--- src/rtl/int65_pkg.sv ---
// int65_pkg: shared types and fixed vector addresses for the 65xx interrupt front end.
package int65_pkg;
  typedef enum logic [1:0] {SRC_RESET, SRC_NMI, SRC_IRQ} src_e;
  typedef enum logic {ST_IDLE, ST_FROZEN} state_e;
  localparam logic [15:0] VEC_RESET = 16'hFFFC;
  localparam logic [15:0] VEC_NMI   = 16'hFFFA;
  localparam logic [15:0] VEC_IRQ   = 16'hFFFE;
endpackage

--- src/rtl/int65_prio_enc.sv ---
// int65_prio_enc: lowest-index-first priority encoder producing valid + index.
module int65_prio_enc #(
  parameter int N  = 4,
  parameter int IW = (N > 1) ? $clog2(N) : 1
) (
  input  logic [N-1:0]  req_i,
  output logic          valid_o,
  output logic [IW-1:0] idx_o
);
  always_comb begin
    idx_o = '0;
    for (int i = N - 1; i >= 0; i--)
      if (req_i[i]) idx_o = IW'(i);
    valid_o = |req_i;
  end
endmodule

--- src/rtl/int65_ctrl.sv ---
// int65_ctrl: N-channel maskable IRQ, NMI edge and reset sequencing for the 65xx core.
// Define INT65_VECTORED_EN to give each IRQ channel its own vector at VEC_BASE + 2*k.
module int65_ctrl
  import int65_pkg::*;
#(
  parameter int          NUM_IRQ  = 4,
  parameter logic [15:0] VEC_BASE = 16'hFFE0
) (
  input  logic               clk,
  input  logic               reset,
  input  logic [NUM_IRQ-1:0] irq_i,
  input  logic               nmi_i,
  input  logic               i_flag_i,
  input  logic               sample_i,
  input  logic               ack_i,
  input  logic               mask_we_i,
  input  logic [NUM_IRQ-1:0] mask_wdata_i,
  output logic [NUM_IRQ-1:0] mask_o,
  output logic               int_pending_o,
  output logic               int_nmi_o,
  output logic               brk_o,
  output logic [15:0]        vec_addr_o,
  output logic [NUM_IRQ-1:0] irq_ack_o
);
  localparam int IW = (NUM_IRQ > 1) ? $clog2(NUM_IRQ) : 1;
`ifdef INT65_VECTORED_EN
  localparam bit VECTORED = 1'b1;
`else
  localparam bit VECTORED = 1'b0;
`endif
  state_e state_q, state_d;
  src_e src_q, src_d;
  logic [IW-1:0] idx_q, idx_d, enc_idx;
  logic reset_pend_q, reset_pend_d, nmi_pend_q, nmi_pend_d, nmi_q, nmi_d;
  logic [NUM_IRQ-1:0] irq_q, irq_d, mask_q, mask_d, irq_ack_q, irq_ack_d;
  logic enc_valid, ack_fire;
  logic [15:0] irq_vec;
  int65_prio_enc #(.N(NUM_IRQ), .IW(IW)) u_enc (
    .req_i  (irq_q & mask_q & {NUM_IRQ{~i_flag_i}}),
    .valid_o(enc_valid),
    .idx_o  (enc_idx)
  );
  always_comb begin
    irq_d = irq_i;
    nmi_d = nmi_i;
    state_d = state_q;
    src_d = src_q;
    idx_d = idx_q;
    irq_ack_d = '0;
    mask_d = mask_we_i ? mask_wdata_i : mask_q;
    ack_fire = (state_q == ST_FROZEN) && ack_i;
    reset_pend_d = reset_pend_q & ~(ack_fire && src_q == SRC_RESET);
    // A fresh NMI edge in the ack cycle must survive the clear.
    nmi_pend_d = (nmi_i & ~nmi_q) | (nmi_pend_q & ~(ack_fire && src_q == SRC_NMI));
    if (ack_fire) begin
      state_d = ST_IDLE;
      irq_ack_d = (src_q == SRC_IRQ) ? NUM_IRQ'(1) << idx_q : '0;
    end else if (state_q == ST_IDLE && sample_i && (reset_pend_q | nmi_pend_q | enc_valid)) begin
      state_d = ST_FROZEN;
      src_d = reset_pend_q ? SRC_RESET : nmi_pend_q ? SRC_NMI : SRC_IRQ;
      idx_d = enc_idx;
    end
  end
  always_ff @(posedge clk) begin
    if (reset) begin
      state_q <= ST_FROZEN;
      src_q <= SRC_RESET;
      idx_q <= '0;
      reset_pend_q <= 1'b1;
      nmi_pend_q <= 1'b0;
      nmi_q <= 1'b0;
      irq_q <= '0;
      mask_q <= '1;
      irq_ack_q <= '0;
    end else begin
      state_q <= state_d;
      src_q <= src_d;
      idx_q <= idx_d;
      reset_pend_q <= reset_pend_d;
      nmi_pend_q <= nmi_pend_d;
      nmi_q <= nmi_d;
      irq_q <= irq_d;
      mask_q <= mask_d;
      irq_ack_q <= irq_ack_d;
    end
  end
  always_comb begin
    irq_vec = VECTORED ? VEC_BASE + 16'({idx_q, 1'b0}) : VEC_IRQ;
    vec_addr_o = (src_q == SRC_RESET) ? VEC_RESET : (src_q == SRC_NMI) ? VEC_NMI : irq_vec;
  end
  assign int_pending_o = state_q == ST_FROZEN;
  assign brk_o = state_q != ST_FROZEN;
  assign int_nmi_o = (state_q == ST_FROZEN) && src_q == SRC_NMI;
  assign mask_o = mask_q;
  assign irq_ack_o = irq_ack_q;
endmodule

--- config.mk ---
export PLATFORM = sky130hd
export DESIGN_NAME = int65_ctrl
export DESIGN_NICKNAME = d
export VERILOG_FILES = /design/src/rtl/int65_pkg.sv /design/src/rtl/int65_prio_enc.sv /design/src/rtl/int65_ctrl.sv
export SDC_FILE = /design/constraint.sdc
export NUM_CORES = 1
export LEC_CHECK = 0
export CORE_MARGIN = 2
export CORE_UTILIZATION = 44
export CTS_BUF_LIST = sky130_fd_sc_hd__clkbuf_8
export CTS_CLUSTER_DIAMETER = 200
export DETAILED_ROUTE_END_ITERATION = 16
export PLACE_DENSITY = 0.86
export SYNTH_ARGS = -nofsm -noshare
export SYNTH_HDL_FRONTEND = slang
export SYNTH_HIERARCHICAL = 1
export SYNTH_SLANG_ARGS = --single-unit
--- constraint.sdc ---
create_clock -name clk -period 2.3 [get_ports clk]
set_clock_uncertainty 0.05 [all_clocks]
set_input_delay 0.46 -clock clk [delete_from_list [all_inputs] [get_ports clk]]
set_output_delay 0.46 -clock clk [all_outputs]
set_load 0.05 [all_outputs]
==> metrics.yaml <==
sta:
  relSlewSlack_pct: 65.8
  period_minus_slack_ns: 2.16
  finalMaxSlewViolations: 0
  tns_ns: 0
  rsz_0062_raised_after_global_routing: "no"
  fmax_mhz: 462
  hold-worst-slack_ns: 0.420
  final.period_utilization_pct: 94.1
  setup_violations: 0
  tightest_slew_ns: 0.511
  setup_ws_ns: 0.137
  hold_violations: 0
placed_design:
  place_worst_setup_slack_ns: 0.159
  gp_routability_congestion: 0.756
  dpl.hpwl_um: 1320
  io_buffer_count: 27
global_routing:
  total_grt_overflow: 0
  pin_count_of_the_biggest_net_entering_global_routing: 12
  grt_antenna_before_repair: 0
  global_route_wire_length_before_repair_um: 2900
  global_route.usage.met3_pct: 5.56
  top_usage_layer: "met2"
  gr-usage-all-layers_pct: 15.9
  grt_pass1_vias: 667
  met2_usage_pct: 27.8
  groute.layer.met1.usage_pct: 18.4
routing:
  via_count: 716
  detail_route.wirelength_um: 1730
  drt-vias-per-instance: 4.59
  detailedRoute.firstPassIterationCount: 4
  routedWlPerCell_um: 11.1
  drc_errors_left: 0
  drt.antenna.violating_nets: 0
  first_iter_violations: 22
power_and_ir_drop:
  p_total_mw: 0.762
  p_sw_mw: 0.230
  worst_ir_drop_vdd_v: 0.000535
  switching_share_pct: 30.1
  combinationalPowerShare_pct: 22.4
  seq_power_share_pct: 48.9
  intPower_mw: 0.533
  clock_power_share_pct: 28.7
  p_leak_nw: 0.479
  p_per_area_nw_per_um2: 660
floorplan:
  initial_utilization_pct: 45.6
  placeableCoreArea_um2: 1900
  chipHeight_um: 48.4
  die_width_um: 48.4
  floorplan.die_area_um2: 2340
  number_of_core_rows: 16
  top_level_ports: 42
cells_and_area:
  leading_cell_type_in_the_layout_fill_and_taps_excluded: "sky130_fd_sc_hd__clkdlybuf4s50_1"
  number_of_fill_cells: 176
  drive_above_1_share_pct: 6.20
  area_growth_syn_to_fin_pct: 33.2
  antenna_cells: 0
  most_frequent_cells_in_the_layout: "27 x sky130_fd_sc_hd__clkdlybuf4s50_1, 20 x sky130_fd_sc_hd__dfxtp_1, 14 x sky130_fd_sc_hd__conb_1"
  num-nets-final: 146
  fin_util_pct: 60.7
cts:
  cts_tree: "done"
  cts_inserted_buffers: 3
  ctsRootBufferMaster: "sky130_fd_sc_hd__clkbuf_8"
  post_cts.repair.setup_buffers: 0
  htree_levels: 1
  clock_pin_slew_worst_setup_and_hold_paths_ns: 0.07
  clock_insertion_delay_worst_skew_ns: 0.25
  holdBufCountCts: 0
  max-clock-path-buffers: 2
  cts_num_sinks: 20
  cts_resized: 0
min_path:
  holdCritPathClass: "reg -> reg"
  min-delay-start: "idx_q[0]$_SDFFE_PP0P_"
critical_path:
  data_required_critical_path_ns: 1.79
  critical-path-slowest-cell: "sky130_fd_sc_hd__clkdlybuf4s50_1"
  reg2reg_setup_slack_ns: 0.71
  crit_path_max_fanout: 4
  worst_setup_path_startpoint: "src_q[1]$_SDFFE_PP0P_"
  worstSetupStartpointType: "flop"
  cpPeakStageDelay_ns: 0.80
  cp-end-kind: "output port"
  worstPathCellList: "nand2b_1, nor2_2, clkdlybuf4s50_1"
  criticalPathCategory: "reg -> out"
  critical_path.n_buffers_inverters: 1
  timing.critical_path.max_delay_family: "buffers and inverters"
  worst_ep_arrival_time_ns: 1.65
  rr_startpoint: "mask_o[2]$_SDFFE_PP1P_"
outcome:
  run_status: "complete, no violations"
synthesis:
  mappedNetlistArea_um2: 867
  synthesis.instances: 102
  mean_instance_size_in_the_synthesized_netlist_um2: 8.50
  ys_types: 19
  synth_seq_cells: 20
  ys.warnings.count: 6
  sequential_to_total_area_share_from_yosys_stat_pct: 46.2
flow_run:
  timing.max_cap.violations: 0
==> Yosys cell counts <==
cell type	number	area (um2)
sky130_fd_sc_hd__nor2b_1	5	31.3
sky130_fd_sc_hd__or2_2	1	6.26
sky130_fd_sc_hd__o221ai_1	1	8.76
sky130_fd_sc_hd__nor3_1	7	35.0
sky130_fd_sc_hd__nand3b_1	3	22.5
sky130_fd_sc_hd__buf_4	14	105
sky130_fd_sc_hd__nor2_1	10	37.5
sky130_fd_sc_hd__o21ai_0	5	25.0
sky130_fd_sc_hd__a21oi_2	1	8.76
sky130_fd_sc_hd__clkbuf_1	2	7.51
sky130_fd_sc_hd__dfxtp_1	20	400
sky130_fd_sc_hd__or4b_4	1	13.8
sky130_fd_sc_hd__mux2i_1	4	40.0
sky130_fd_sc_hd__and2b_1	1	7.51
sky130_fd_sc_hd__nand2b_1	4	25.0
sky130_fd_sc_hd__conb_1	2	7.51
sky130_fd_sc_hd__nand2_1	11	41.3
sky130_fd_sc_hd__a21oi_1	5	25.0
sky130_fd_sc_hd__inv_1	5	18.8
==> final cells by class <==
type	count	area (um2)	share of cell area [%]
Sequential cell	20	400	34.7
Multi-Input combinational cell	73	383	33.2
Timing Repair Buffer	28	278	24.1
Clock buffer	3	41.3	3.58
Tap cell	27	33.8	2.93
Inverter	5	18.8	1.63
==> cells by family after synthesis <==
logic type             Yosys count  synth area share [%]
AOI/OAI and AO/OA               12                  7.79
buffers and inverters           21                  15.2
DFF                             20                  46.2
muxes                            4                  4.62
other                            2                 0.866
and+or+nand+nor                 43                  25.4
==> power groups by stage <==
| stage | Combinational [mW] | Sequential [mW] | Clock [mW] |
|---|---|---|---|
| global route | 0.180 | 0.374 | 0.244 |
| finish | 0.171 | 0.372 | 0.219 |
| detailed placement | 0.169 | 0.380 | 0 |
| global placement | 0.167 | 0.379 | 0 |
| floorplan | 0.118 | 0.398 | 0 |
| CTS | 0.170 | 0.372 | 0.224 |
==> flip-flops by register name, summed over array words and instances, names as in the netlist <==
signal / cells
reset_pend_q: 1
int_pending_o: 1
mask_o: 4
irq_ack_o: 4
nmi_pend_q: 1
idx_q: 2
src_q: 2
nmi_q: 1
irq_q: 4
==> worst reg2reg max path, stage by stage, from the launching register on <==
cell and delay (ns):
sky130_fd_sc_hd__dfxtp_1 0.33, sky130_fd_sc_hd__nand2_1 0.08, sky130_fd_sc_hd__nor2_1 0.06, sky130_fd_sc_hd__nor2_1 0.19, sky130_fd_sc_hd__nand2_1 0.12, sky130_fd_sc_hd__nor3_1 0.37
sky130_fd_sc_hd__o21ai_0 0.16, sky130_fd_sc_hd__a21oi_1 0.17
==> metal layers <==
layer / wire, um / vias to the layer above / part of all wire [%]
met1: 684 / 311 / 40
met2: 872 / 47 / 50
met3: 140 / 4 / 8.1
li1: - / 354 / -
met5: 0 / - / 0
met4: 32 / 0 / 1.8
==> stage by stage <==
| step | instance area (um2) | cells |
|---|---|---|
| after floorplan | 915 | 114 |
| after global routing | 1150 | 156 |
| after detailed placement | 1110 | 153 |
| final | 1150 | 156 |
| after global placement | 1110 | 153 |
| after CTS | 1150 | 156 |
==> final timing paths <==
check,to,cells after the start
min,irq_ack_o[0]$_SDFF_PP0_,1
max,int_nmi_o,3
min reg2reg,irq_ack_o[0]$_SDFF_PP0_,1
max reg2reg,idx_q[0]$_SDFFE_PP0P_,7
Note: power is estimated with default switching activity, not from simulation.
